--- config.mk ---
export PLATFORM = sky130hd
export DESIGN_NAME = soc_timer_flat
export DESIGN_NICKNAME = d
export VERILOG_FILES = /design/src/rtl/soc_timer_if.sv /design/src/rtl/soc_timer.sv /design/src/flat_wrapper.sv
export SDC_FILE = /design/constraint.sdc
export NUM_CORES = 1
export LEC_CHECK = 0
export BUFFER_PORTS_ARGS = -buffer_cell sky130_fd_sc_hd__buf_2
export CAP_MARGIN = 10
export CORE_MARGIN = 3
export CORE_UTILIZATION = 53
export DETAILED_ROUTE_END_ITERATION = 10
export PLACE_DENSITY = 0.87
export SYNTH_ARGS = -nofsm -noshare
export SYNTH_HDL_FRONTEND = slang
export SYNTH_SLANG_ARGS = --single-unit
--- constraint.sdc ---
create_clock -name clk -period 6.8 [get_ports clk]
set_input_delay 0.34 -clock clk [delete_from_list [all_inputs] [get_ports clk]]
set_output_delay 0.34 -clock clk [all_outputs]
set_load 0.05 [all_outputs]
--- src/rtl/soc_timer_if.sv ---
// Slave-side bus bundle for the timer: address, write data, read data and the
// per-slave write/read strobes produced by the system bus decoder.
interface soc_timer_if #(
  parameter int ADDR_W = 32,
  parameter int DATA_W = 32
);
  logic [ADDR_W-1:0] addr_i;
  logic [DATA_W-1:0] data_i;
  logic [DATA_W-1:0] data_o;
  logic              we_i;
  logic              rd_i;

  modport master (
    output addr_i,
    output data_i,
    output we_i,
    output rd_i,
    input  data_o
  );

  modport slave (
    input  addr_i,
    input  data_i,
    input  we_i,
    input  rd_i,
    output data_o
  );
endinterface

--- src/rtl/soc_timer.sv ---
// Memory-mapped timer: prescaler, up-counter with programmable period,
// one-shot or periodic mode, sticky W1C expiry flag and level interrupt.
module soc_timer #(
  parameter int PRESCALE = 4,
  parameter int ADDR_W   = 32,
  parameter int DATA_W   = 32
) (
  input  logic           clk,
  input  logic           rst_n,
  soc_timer_if.slave     bus,
  output logic           irq_o
);

  localparam int PW = (PRESCALE > 1) ? $clog2(PRESCALE) : 1;

  logic [2:0]        ctrl_reg;
  logic [DATA_W-1:0] period_reg;
  logic [DATA_W-1:0] count_reg;
  logic              expired_reg;
  logic [PW-1:0]     pre_reg;

  logic [1:0] sel;
  logic       wr_ctrl;
  logic       wr_period;
  logic       wr_count;
  logic       wr_status;
  logic       tick;
  logic       expire;
  logic       unused_addr;

  assign sel         = bus.addr_i[3:2];
  assign unused_addr = ^{bus.addr_i[ADDR_W-1:4], bus.addr_i[1:0]};

  assign wr_ctrl   = bus.we_i && (sel == 2'd0);
  assign wr_period = bus.we_i && (sel == 2'd1);
  assign wr_count  = bus.we_i && (sel == 2'd2);
  assign wr_status = bus.we_i && (sel == 2'd3);

  generate
    if (PRESCALE == 1) begin : g_no_prescale
      assign tick = ctrl_reg[0];
    end else begin : g_prescale
      assign tick = ctrl_reg[0] && (pre_reg == PW'(PRESCALE - 1));
    end
  endgenerate

  // Compare is >= so a PERIOD written below the running COUNT expires on the next tick.
  assign expire = tick && (count_reg >= period_reg);

  always_ff @(posedge clk or negedge rst_n) begin
    if (!rst_n) begin
      ctrl_reg    <= '0;
      period_reg  <= '0;
      count_reg   <= '0;
      expired_reg <= 1'b0;
      pre_reg     <= '0;
    end else begin
      if (wr_ctrl || wr_count || !ctrl_reg[0] || tick) begin
        pre_reg <= '0;
      end else begin
        pre_reg <= pre_reg + PW'(1);
      end

      // Bus writes take priority over the tick update and the one-shot auto-disable.
      if (wr_ctrl) begin
        ctrl_reg <= bus.data_i[2:0];
      end else if (expire && !ctrl_reg[1]) begin
        ctrl_reg[0] <= 1'b0;
      end

      if (wr_period) begin
        period_reg <= bus.data_i;
      end

      if (wr_count) begin
        count_reg <= bus.data_i;
      end else if (expire) begin
        count_reg <= '0;
      end else if (tick) begin
        count_reg <= count_reg + DATA_W'(1);
      end

      if (expire) begin
        expired_reg <= 1'b1;
      end else if (wr_status && bus.data_i[0]) begin
        expired_reg <= 1'b0;
      end
    end
  end

  always_comb begin
    bus.data_o = '0;
    if (bus.rd_i) begin
      case (sel)
        2'd0:    bus.data_o = {{(DATA_W-3){1'b0}}, ctrl_reg};
        2'd1:    bus.data_o = period_reg;
        2'd2:    bus.data_o = count_reg;
        default: bus.data_o = {{(DATA_W-1){1'b0}}, expired_reg};
      endcase
    end
  end

  assign irq_o = expired_reg && ctrl_reg[2];

endmodule

--- src/flat_wrapper.sv ---
// flat-port wrapper written by rule: the top's interface ports become plain ports
module soc_timer_flat 
#(
  parameter int PRESCALE = 4,
  parameter int ADDR_W   = 32,
  parameter int DATA_W   = 32
)
  (clk, rst_n, irq_o, bus_addr_i, bus_data_i, bus_we_i, bus_rd_i, bus_data_o);
  soc_timer_if #(.ADDR_W(ADDR_W), .DATA_W(DATA_W)) bus_i ();
  input  logic clk;
  input  logic rst_n;
  output logic irq_o;
  input wire logic [$bits(bus_i.addr_i)-1:0] bus_addr_i;
  input wire logic [$bits(bus_i.data_i)-1:0] bus_data_i;
  input wire logic [$bits(bus_i.we_i)-1:0] bus_we_i;
  input wire logic [$bits(bus_i.rd_i)-1:0] bus_rd_i;
  output wire logic [$bits(bus_i.data_o)-1:0] bus_data_o;
  assign bus_i.addr_i = bus_addr_i;
  assign bus_i.data_i = bus_data_i;
  assign bus_i.we_i = bus_we_i;
  assign bus_i.rd_i = bus_rd_i;
  assign bus_data_o = bus_i.data_o;
  soc_timer #(.PRESCALE(PRESCALE), .ADDR_W(ADDR_W), .DATA_W(DATA_W)) u_core (.clk(clk), .rst_n(rst_n), .bus(bus_i), .irq_o(irq_o));
endmodule
==> impl_results.md, run 1 <==
* Iter 0 DRT Violations at about 320
* Clock network fraction of total power at 0.245
* Global route hottest layer: met2
* CTS buffer count at 9
* Tmin final at about 3 ns
* Final hold slack at 0.188 ns
* Setup repair bufs after CTS at 0
* CP max stage cell: o21ai_4
* Placer Congestion at about 0.9
* Setup Skew at slightly above 0.009 ns
* Worst path cell trace: inv_1, ha_1, nand2b_1, a31oi_1, o31ai_1, a211oi_1, o21ai_4, o311ai_0
* CP required at 6.97 ns
* Mapped Nets at between 600 and 700
* WP buf/inv at 1
* Psw at 0.628 mW
* Met1 Usage GRT at 0.315
* Number of synthesized flops with an enable pin at 0
* # diodes at 0
* Largest stage delay on the critical path at 0.81 ns
* Peak supply drop at about 0.00018 V
* Leakage at between 2 and 2.5 nW
* Top cell type's share of synthesized area at 0.361
* Flop pwr share at 0.405
* CP startpoint kind: flip-flop
* Tightest Hold Check Type: in2async
* Reg clk slew, reported paths at 0.08 ns
* Die Height at 102 um
* Vias in the first global route at 4,288
* Io pins at 101
* Final setup viols at 0
* Post-DRT Antenna Nets at 0
* RSZ-0062 raised after global routing: false
* Detailed placer's ending HPWL at approximately 8.3 mm
* Asr flop ratio synth at 1.00
* Synth top cells by count: 70 x dfrtp_1, 53 x nand2_1, 44 x nand3_1
* Total power draw at 1.61 mW
* Placement Rows at 34
* Top-count cell post-synth: dfrtp_1
* Number of I/O port buffers at 70
* Final worst-path cycle share at 0.431
* Crit path DAT at ~3.1 ns
* Post-Syn Instances at slightly above 500
* Fmax achieved at about 340 MHz
* H-tree level count at 3
* Synth-to-Final Area Change at 13.2%
* Detailed-route wire length at between 10 and 15 mm
* GRT Resource Usage Total at 0.252
* Area of the multi-input gates at about 0.0029 mm2
* Fill count at 712
* CTS tree: done
* Top FF cell, synth: dfrtp_1
* CP Class: reg2reg
* Top cells by area, synth: dfrtp_1 36%, ha_1 8.8%, mux2_2 7.9%
* Largest area contributor in the netlist: dfrtp_1
* Share of layout cells above drive strength 1 at 0.242
* Final instance area at about 0.0055 mm2
* Worst-skew pair later-pin latency at approximately 0.35 ns
* Post-DP Area at around 0.0053 mm2
* FF/Latch Area at ~0.0018 mm2
* Nets at roughly 670
* Fin util at 0.624
* Drt pass-1 iters at 5
* Crit path max fanout at 34
* Grt ovf at 0
* Pin count of the biggest net entering global routing at just over 70
* Root buffer cell: clkbuf_8
* Worst slew pin tran at around 1.1 ns
* Core ar. at 0.00881 mm2
* Post-synthesis average cell area at between 9 and 10 um2
* P_int at slightly below 1 mW
* Via-to-Cell Ratio at about 6.3
* First-pass GRT wire length at around 21 mm
* Combinational share of power at 0.350
* Initial core utilization at 0.552
* Power Dens Cells at between 200 and 300 mW/mm2
* Synth warnings at 0
* Routed via count at 4,292
* Max-cap violations at 0
* Clock sink count at 70
* CTS Hold Bufs at 0
* Fin. Hold Viols at 0
* Sequential share of the synthesized area at 0.361
* Avg WL per Cell at 18.2 um
* M2 GR Usage at 0.436
* Crit end category: flip-flop
* Slew margin rel. at 0.263
* TNS Setup at 0 ns
* Switching part of the total at 0.389
* Total die area at between 0.01 and 0.015 mm2
* CTS Buffer Depth at 2
* Initial antenna violation count at 0
* Mapped Area at 0.00486 mm2
* Flop-to-flop setup slack at around 3.9 ns
* GR Util met3 at 0.0565
* Slew Limit Fails at 0
* Status: finished clean
* # DRC at 0
* Synth cell types at between 40 and 50
* #FFs+latches synth at 70
* CTS resizes at 0
* CP top delay family: compound AO/OA/AOI/OAI gates
* Die Width at a little over 100 um
-- cell type report --
cell class,count,area share
multi-input cells,379,0.520
flip-flops and latches,70,0.319
repair buffers,76,0.0719
clock buffers,13,0.0307
well taps,108,0.0246
inverters,33,0.0225
clock inverters,3,0.0118
-- final timing paths --
path,from,depth (start not counted),endpoint
worst min register to register,u_core.pre_reg[0],1,u_core.pre_reg[0]
max in group asynchronous,rst_n,2,u_core.count_reg[19]
min in group clk,bus_data_i[9],3,u_core.count_reg[9]
worst max register to register,u_core.count_reg[0],8,u_core.count_reg[12]
worst min-delay path,rst_n,2,u_core.period_reg[2]
worst max-delay path,u_core.count_reg[0],8,u_core.count_reg[12]
-- power groups by stage --
| stage | Clock (mW) | Sequential, mW | Combinational, mW |
|---|---|---|---|
| 2_1_floorplan | 0 | 0.612 | 0.439 |
| 3_3_place_gp | 0 | 0.644 | 0.529 |
| 6_report | 0.396 | 0.653 | 0.564 |
| 3_5_place_dp | 0 | 0.655 | 0.560 |
| 5_1_grt | 0.419 | 0.670 | 0.629 |
| 4_1_cts | 0.401 | 0.648 | 0.564 |
-- per-stage QoR --
stage	worst slack [ns]	std cells
2_1_floorplan	4.40	516
3_3_place_gp	4.03	666
3_5_place_dp	3.94	666
4_1_cts	3.90	682
5_1_grt	3.70	682
6_report	3.87	682
-- worst reg2reg max path, cell delays in order, from the launching register on --
cell,delay [ns]
dfrtp_1,0.46
inv_1,0.11
ha_1,0.28
nand2b_1,0.10
a31oi_1,0.10
o31ai_1,0.38
a211oi_1,0.23
o21ai_4,0.81
o311ai_0,0.27
-- per-layer routing --
| layer | routed length [um] | part of all wire |
|---|---|---|
| met1 | 4880 | 0.39 |
| met3 | 844 | 0.068 |
| met2 | 6440 | 0.52 |
| met5 | 0 | 0 |
| met4 | 225 | 0.018 |
-- cells by family (layout without fill, tap and decap cells) --
family | after synthesis | in the layout | share of synthesized area
AO/OA/AOI/OAI | 92 | 92 | 0.146
XOR/XNOR | 30 | 30 | 0.0541
adder cells (fa/ha/maj) | 34 | 34 | 0.0876
buffers and inverters | 67 | 125 | 0.0546
flip-flops | 70 | 70 | 0.361
multiplexers | 38 | 38 | 0.0896
AND/OR/NAND/NOR | 185 | 185 | 0.208
-- placed cells by master, fill, tap and decap left out, types with 3 or more instances in the layout --
master     n
o311ai_2   4
nand4_1   12
nand2_1   53
a21oi_1   15
o311ai_0   6
inv_1     33
nor2_1    10
xnor2_1    9
dfrtp_1   70
nor2b_1   30
o21ai_0    6
nand3_1   44
ha_1      34
buf_2     70
nor3_1     5
mux2_2    34
o311ai_1  19
a22oi_1   29
nor3b_1    3
mux2i_1    3
and2_1     8
and4_1     4
xor2_1    21
clkbuf_8  12
buf_4      6
(Power assumes the default switching activity.)
==> run 2: changes to the inputs <==
- clock period: 6.8 -> 3 ns (I/O delays scaled with it)
==> run 2 against run 1 <==
Effect of this change: non-clock buffer count grew 7; routed wire length grew 1.6%; final cell count grew 1.0%; hold slack lost 0.18 ns; critical path type unchanged; sequential cell count is the same; global-route usage shrank 0.083 points; sequential share of layout area grew 0.080 points; highest routed layer unchanged; utilization shrank 0.16 points.
==> impl_results.md, run 2 (synthesis results as in run 1) <==
* Core ar. at 0.00881 mm2 (unchanged)
* Final setup viols at 0 (unchanged)
* Final instance area at 0.00548 mm2 (was 0.00550 mm2)
* Setup repair bufs after CTS at 0 (unchanged)
* CP top delay family: compound AO/OA/AOI/OAI gates (unchanged)
* Worst-skew pair later-pin latency at 0.35 ns (about the same)
* # DRC at 0 (unchanged)
* Crit path DAT at 2.83 ns (was 3.10 ns)
* Tightest Hold Check Type: in2async (unchanged)
* Slew margin rel. at 0.380 (was 0.263)
* CTS buffer count at 9 (unchanged)
* Initial antenna violation count at 0 (unchanged)
* Crit end category: flip-flop (unchanged)
* Routed via count at 4,340 (was 4,292)
* Post-DRT Antenna Nets at 0 (unchanged)
* Nets at 678 (was 671)
* Grt ovf at 0 (unchanged)
* Number of I/O port buffers at 70 (unchanged)
* Total die area at 0.0104 mm2 (unchanged)
* Placement Setup Slack at 0.478 ns (was 3.94 ns)
* Max-cap violations at 0 (unchanged)
* First-pass GRT wire length at 20.7 mm (was 20.9 mm)
* Detailed-route wire length at 12.6 mm (was 12.4 mm)
* CP startpoint kind: flip-flop (unchanged)
* TNS Setup at 0 ns (unchanged)
* Io pins at 101 (unchanged)
* RSZ-0062 raised after global routing: false (unchanged)
* Avg WL per Cell at 18.3 um (was 18.2 um)
* Synth-to-Final Area Change at 12.9% (was 13.2%)
* Placement Rows at 34 (unchanged)
* Worst slew pin tran at 0.929 ns (was 1.10 ns)
* Fmax achieved at 383 MHz (was 341 MHz)
* H-tree level count at 3 (unchanged)
* Via-to-Cell Ratio at 6.30 (was 6.29)
* Crit path max fanout at 17 (was 34)
* Final worst slack at 0.390 ns (was 3.87 ns)
* GRT Resource Usage Total at 0.251 (was 0.252)
* Die Height at 102 um (unchanged)
* Placer Congestion at 0.887 (about the same)
* CTS resizes at 0 (unchanged)
* Fin. Hold Viols at 0 (unchanged)
* Initial core utilization at 0.552 (unchanged)
* Largest stage delay on the critical path at 0.46 ns (was 0.81 ns)
* Root buffer cell: clkbuf_8 (unchanged)
* Leakage at 2.46 nW (was 2.47 nW)
* CP required at 3.22 ns (was 6.97 ns)
* Drt pass-1 iters at 5 (unchanged)
* Status: finished clean (unchanged)
* CTS Buffer Depth at 2 (unchanged)
* # diodes at 0 (unchanged)
* Pin count of the biggest net entering global routing at 71 (unchanged)
* Worst path cell trace: inv_1, ha_1, nand2b_1, a31oi_1, o31ai_1, a211oi_1, o21ai_2, buf_4, o311ai_0 (was inv_1, ha_1, nand2b_1, a31oi_1, o31ai_1, a211oi_1, o21ai_4, o311ai_0)
* Reg clk slew, reported paths at 0.08 ns (about the same)
* Power Dens Cells at 638 mW/mm2 (was 293 mW/mm2)
* Peak supply drop at 0.000348 V (was 0.000176 V)
* Commonest cells after routing, fill and taps aside: 70 x buf_2, 70 x dfrtp_1, 53 x nand2_1 (unchanged)
* CP max stage cell: dfrtp_1 (was o21ai_4)
* Tmin final at 2.61 ns (was 2.93 ns)
* Slew Limit Fails at 0 (unchanged)
* CTS Hold Bufs at 0 (unchanged)
* Die Width at 102 um (unchanged)
* Post-DP Area at 0.00531 mm2 (was 0.00526 mm2)
* WP buf/inv at 2 (was 1)
* Flop-to-flop setup slack at 0.39 ns (was 3.87 ns)
* Share of layout cells above drive strength 1 at 0.253 (was 0.242)
* Iter 0 DRT Violations at 355 (was 324)
* Setup Skew at 0.00811 ns (was 0.00927 ns)
* Detailed placer's ending HPWL at 8.66 mm (was 8.32 mm)
* CP Class: reg2reg (unchanged)
* Clock sink count at 70 (unchanged)
* Vias in the first global route at 4,354 (was 4,288)
* CTS tree: done (unchanged)
* Final worst-path cycle share at 0.870 (was 0.431)
run 2: cell types whose count changed in the layout (fill, tap and decap cells not counted), moves of 2 or more:
cell	change
clkbuf_8	-2
buf_4	+7
clkinv_2	+2
clkinvlp_4	+3
bufinv_16	-2
run 2: cell type report:
class | instances | area, um2
Multi-Input combinational cell | 379 | 2850
Fill cell | 715 | 3320
Sequential cell | 70 | 1750
Tap cell | 108 | 135
Timing Repair Buffer | 83 | 448
Clock inverter | 6 | 37.5
Inverter | 33 | 124
Clock buffer | 10 | 138
run 2: final timing paths:
| check | start | end | cells past startpoint |
|---|---|---|---|
| worst min-delay path | rst_n | u_core.period_reg[5] | 2 |
| max in group asynchronous | rst_n | u_core.count_reg[27] | 2 |
| worst max-delay path | u_core.count_reg[0] | u_core.count_reg[12] | 9 |
| worst min register to register | u_core.pre_reg[0] | u_core.pre_reg[0] | 1 |
| min in group clk | bus_data_i[6] | u_core.count_reg[6] | 3 |
| worst max register to register | u_core.count_reg[0] | u_core.count_reg[12] | 9 |
run 2: power by group:
group,leakage (nW),internal (mW),switching (mW)
Combinational,1.53,0.555,0.768
Sequential,0.850,1.16,0.312
Clock,0.0841,0.318,0.384
Total,2.46,2.04,1.46
run 2: metrics by stage:
step	utilization	instances	total power [mW]	hold WS (ns)
floorplan	-	516	2.38	-0.146
CTS	0.623	689	3.49	0.0256
finish	0.623	689	3.50	0.00652
global placement	0.603	673	2.68	0.381
global route	0.623	689	3.73	0.0346
detailed placement	0.603	673	2.78	0.391
run 2: metal layers:
metal  up-vias  wire, um  track usage
met5         -         0            0
met4         0       214       0.0869
met3        30       822       0.0413
met2       183      6440        0.444
met1      2132      5110        0.311
li1       1995         -            -
==> run 3: changes to the inputs <==
- REMOVE_ABC_BUFFERS: not set -> 1
==> run 3 against run 2 <==
Effect of this change: clock power up 28%; clock skew up 0.0031 ns; combinational power about the same; sequential share of layout area down 0.35 points; global-route usage down 0.25 points; critical path depth unchanged; via count down 2.4%; cell area up 1.1%; clock-buffer cell count up 1; hold slack better by 0.0059 ns; sequential cell count unchanged; critical path type unchanged; largest cell class unchanged.
==> impl_results.md, run 3 (synthesis results as in run 1) <==
* Initial antenna violation count at 0 (unchanged)
* TNS Setup at 0 ns (unchanged)
* Slew margin rel. at 0.579 (was 0.380)
* Hold_sp: bus_data_i[9]
* Core ar. at 0.00881 mm2 (unchanged)
* Avg WL per Cell at 18.0 um (was 18.3 um)
* Fmax achieved at 379 MHz (was 383 MHz)
* CP startpoint kind: flip-flop (unchanged)
* Total die area at 0.0104 mm2 (unchanged)
* Leakage at 2.50 nW (was 2.46 nW)
* Critical Path Start: u_core.period_reg[2] (was u_core.count_reg[0])
* Peak supply drop at 0.000374 V (was 0.000348 V)
* Routed via count at 4,235 (was 4,340)
* Clock sink count at 70 (unchanged)
* # DRC at 0 (unchanged)
* Slew Limit Fails at 0 (unchanged)
* Post-DRT Antenna Nets at 0 (unchanged)
* CTS Hold Bufs at 1 (was 0)
* RSZ-0062 raised after global routing: false (unchanged)
* Pin count of the biggest net entering global routing at 48 (was 71)
* Finished Layout Cells at 689 (unchanged)
* Total power draw at 3.68 mW (was 3.50 mW)
* Drt pass-1 iters at 7 (was 5)
* Initial core utilization at 0.552 (unchanged)
* Hold path depth at 3
* H-tree level count at 3 (unchanged)
* GRT Resource Usage Total at 0.249 (was 0.251)
* Placement Rows at 34 (unchanged)
* # diodes at 0 (unchanged)
* Setup repair bufs after CTS at 0 (unchanged)
* Nets at 678 (unchanged)
* Worst slew pin tran at 0.630 ns (was 0.929 ns)
* Grt ovf at 0 (unchanged)
* Final worst-path cycle share at 0.879 (was 0.870)
* Placer Congestion at 0.893 (was 0.887)
* Tmin final at 2.64 ns (was 2.61 ns)
* Iter 0 DRT Violations at 345 (was 355)
* Detailed placer's ending HPWL at 8.55 mm (was 8.66 mm)
* Reg clk slew, reported paths at 0.08 ns (about the same)
* Max-cap violations at 0 (unchanged)
* RR Startpoint: u_core.period_reg[2] (was u_core.count_reg[0])
* Detailed-route wire length at 12.4 mm (was 12.6 mm)
* Via-to-Cell Ratio at 6.15 (was 6.30)
* Crit path max fanout at 16 (was 17)
* Share of layout cells above drive strength 1 at 0.251 (was 0.253)
* Commonest cells after routing, fill and taps aside: 70 x buf_2, 70 x dfrtp_1, 53 x nand2_1 (unchanged)
* Crit path DAT at 2.88 ns (was 2.83 ns)
* Post-DP Area at 0.00530 mm2 (was 0.00531 mm2)
* Die Height at 102 um (unchanged)
* Fin. Hold Viols at 0 (unchanged)
* Root buffer cell: clkbuf_8 (unchanged)
* Status: finished clean (unchanged)
* Io pins at 101 (unchanged)
* Synth-to-Final Area Change at 14.1% (was 12.9%)
* Dpl cells at 672 (was 673)
* CTS resizes at 0 (unchanged)
* Number of I/O port buffers at 70 (unchanged)
* Vias in the first global route at 4,273 (was 4,354)
* CTS buffer count at 9 (unchanged)
* Tightest Hold Check Type: in2reg (was in2async)
* CP required at 3.24 ns (was 3.22 ns)
* Crit end category: flip-flop (unchanged)
* CTS tree: done (unchanged)
* Setup Skew at 0.0112 ns (was 0.00811 ns)
* Fill count at 710 (was 715)
* CP Class: reg2reg (unchanged)
* Worst Reg-to-Reg Cells at 9 (unchanged)
* CTS Buffer Depth at 2 (unchanged)
* Power Dens Cells at 664 mW/mm2 (was 638 mW/mm2)
* Die Width at 102 um (unchanged)
* Final instance area at 0.00554 mm2 (was 0.00548 mm2)
* Final setup viols at 0 (unchanged)
* Worst-skew pair later-pin latency at 0.36 ns (was 0.35 ns)
* First-pass GRT wire length at 20.6 mm (was 20.7 mm)
## run 3: power breakdown
| group | switching [mW] | internal, mW |
|---|---|---|
| clock | 0.382 | 0.514 |
| sequential | 0.303 | 1.16 |
| combinational | 0.764 | 0.553 |
| total | 1.45 | 2.23 |
## run 3: routing by layer
metal / GRT usage / wire length (um) / vias up / part of all wire
met3: 0.0393 / 786 / 23 / 0.063
met5: 0 / 0 / - / 0
met1: 0.332 / 5360 / 2054 / 0.43
met4: 0.0869 / 194 / 0 / 0.016
met2: 0.412 / 6090 / 159 / 0.49
li1: - / - / 1999 / -
## run 3: worst paths after layout
| kind | endpoint | slack (ns) |
|---|---|---|
| worst max-delay path | u_core.count_reg[30] | 0.36 |
| worst min-delay path | u_core.count_reg[9] | 0.01 |
| worst max register to register | u_core.count_reg[30] | 0.36 |
| worst min register to register | u_core.pre_reg[0] | 0.47 |
| max in group asynchronous | u_core.count_reg[19] | 1.67 |
| min in group asynchronous | u_core.expired_reg | 0.32 |
## run 3: final cells by class
class                           instances  area, um2  share of cell area
Tap cell                              108        135              0.0244
Inverter                               33        124              0.0223
Multi-Input combinational cell        379       2850               0.514
Clock buffer                           11        151              0.0273
Sequential cell                        70       1750               0.316
Clock inverter                          5       81.3              0.0147
Timing Repair Buffer                   83        450              0.0812
## run 3: worst max-delay path: stages (launching register included)
cell and delay [ns]:
dfrtp_1 0.39, inv_1 0.05, ha_1 0.29, a211o_1 0.31
a31oi_1 0.22, o31ai_1 0.14, a211oi_1 0.33, o21ai_2 0.20
buf_4 0.26, a221oi_1 0.33
## run 3: metrics by stage
| step | worst slack [ns] | utilization | hold slack (ns) |
|---|---|---|---|
| global route | 0.272 | 0.630 | 0.0320 |
| floorplan | -0.324 | - | -0.146 |
| detailed placement | 0.481 | 0.602 | 0.164 |
| CTS | 0.366 | 0.630 | 0.0117 |
| finish | 0.362 | 0.630 | 0.0124 |
| global placement | 0.552 | 0.602 | 0.161 |
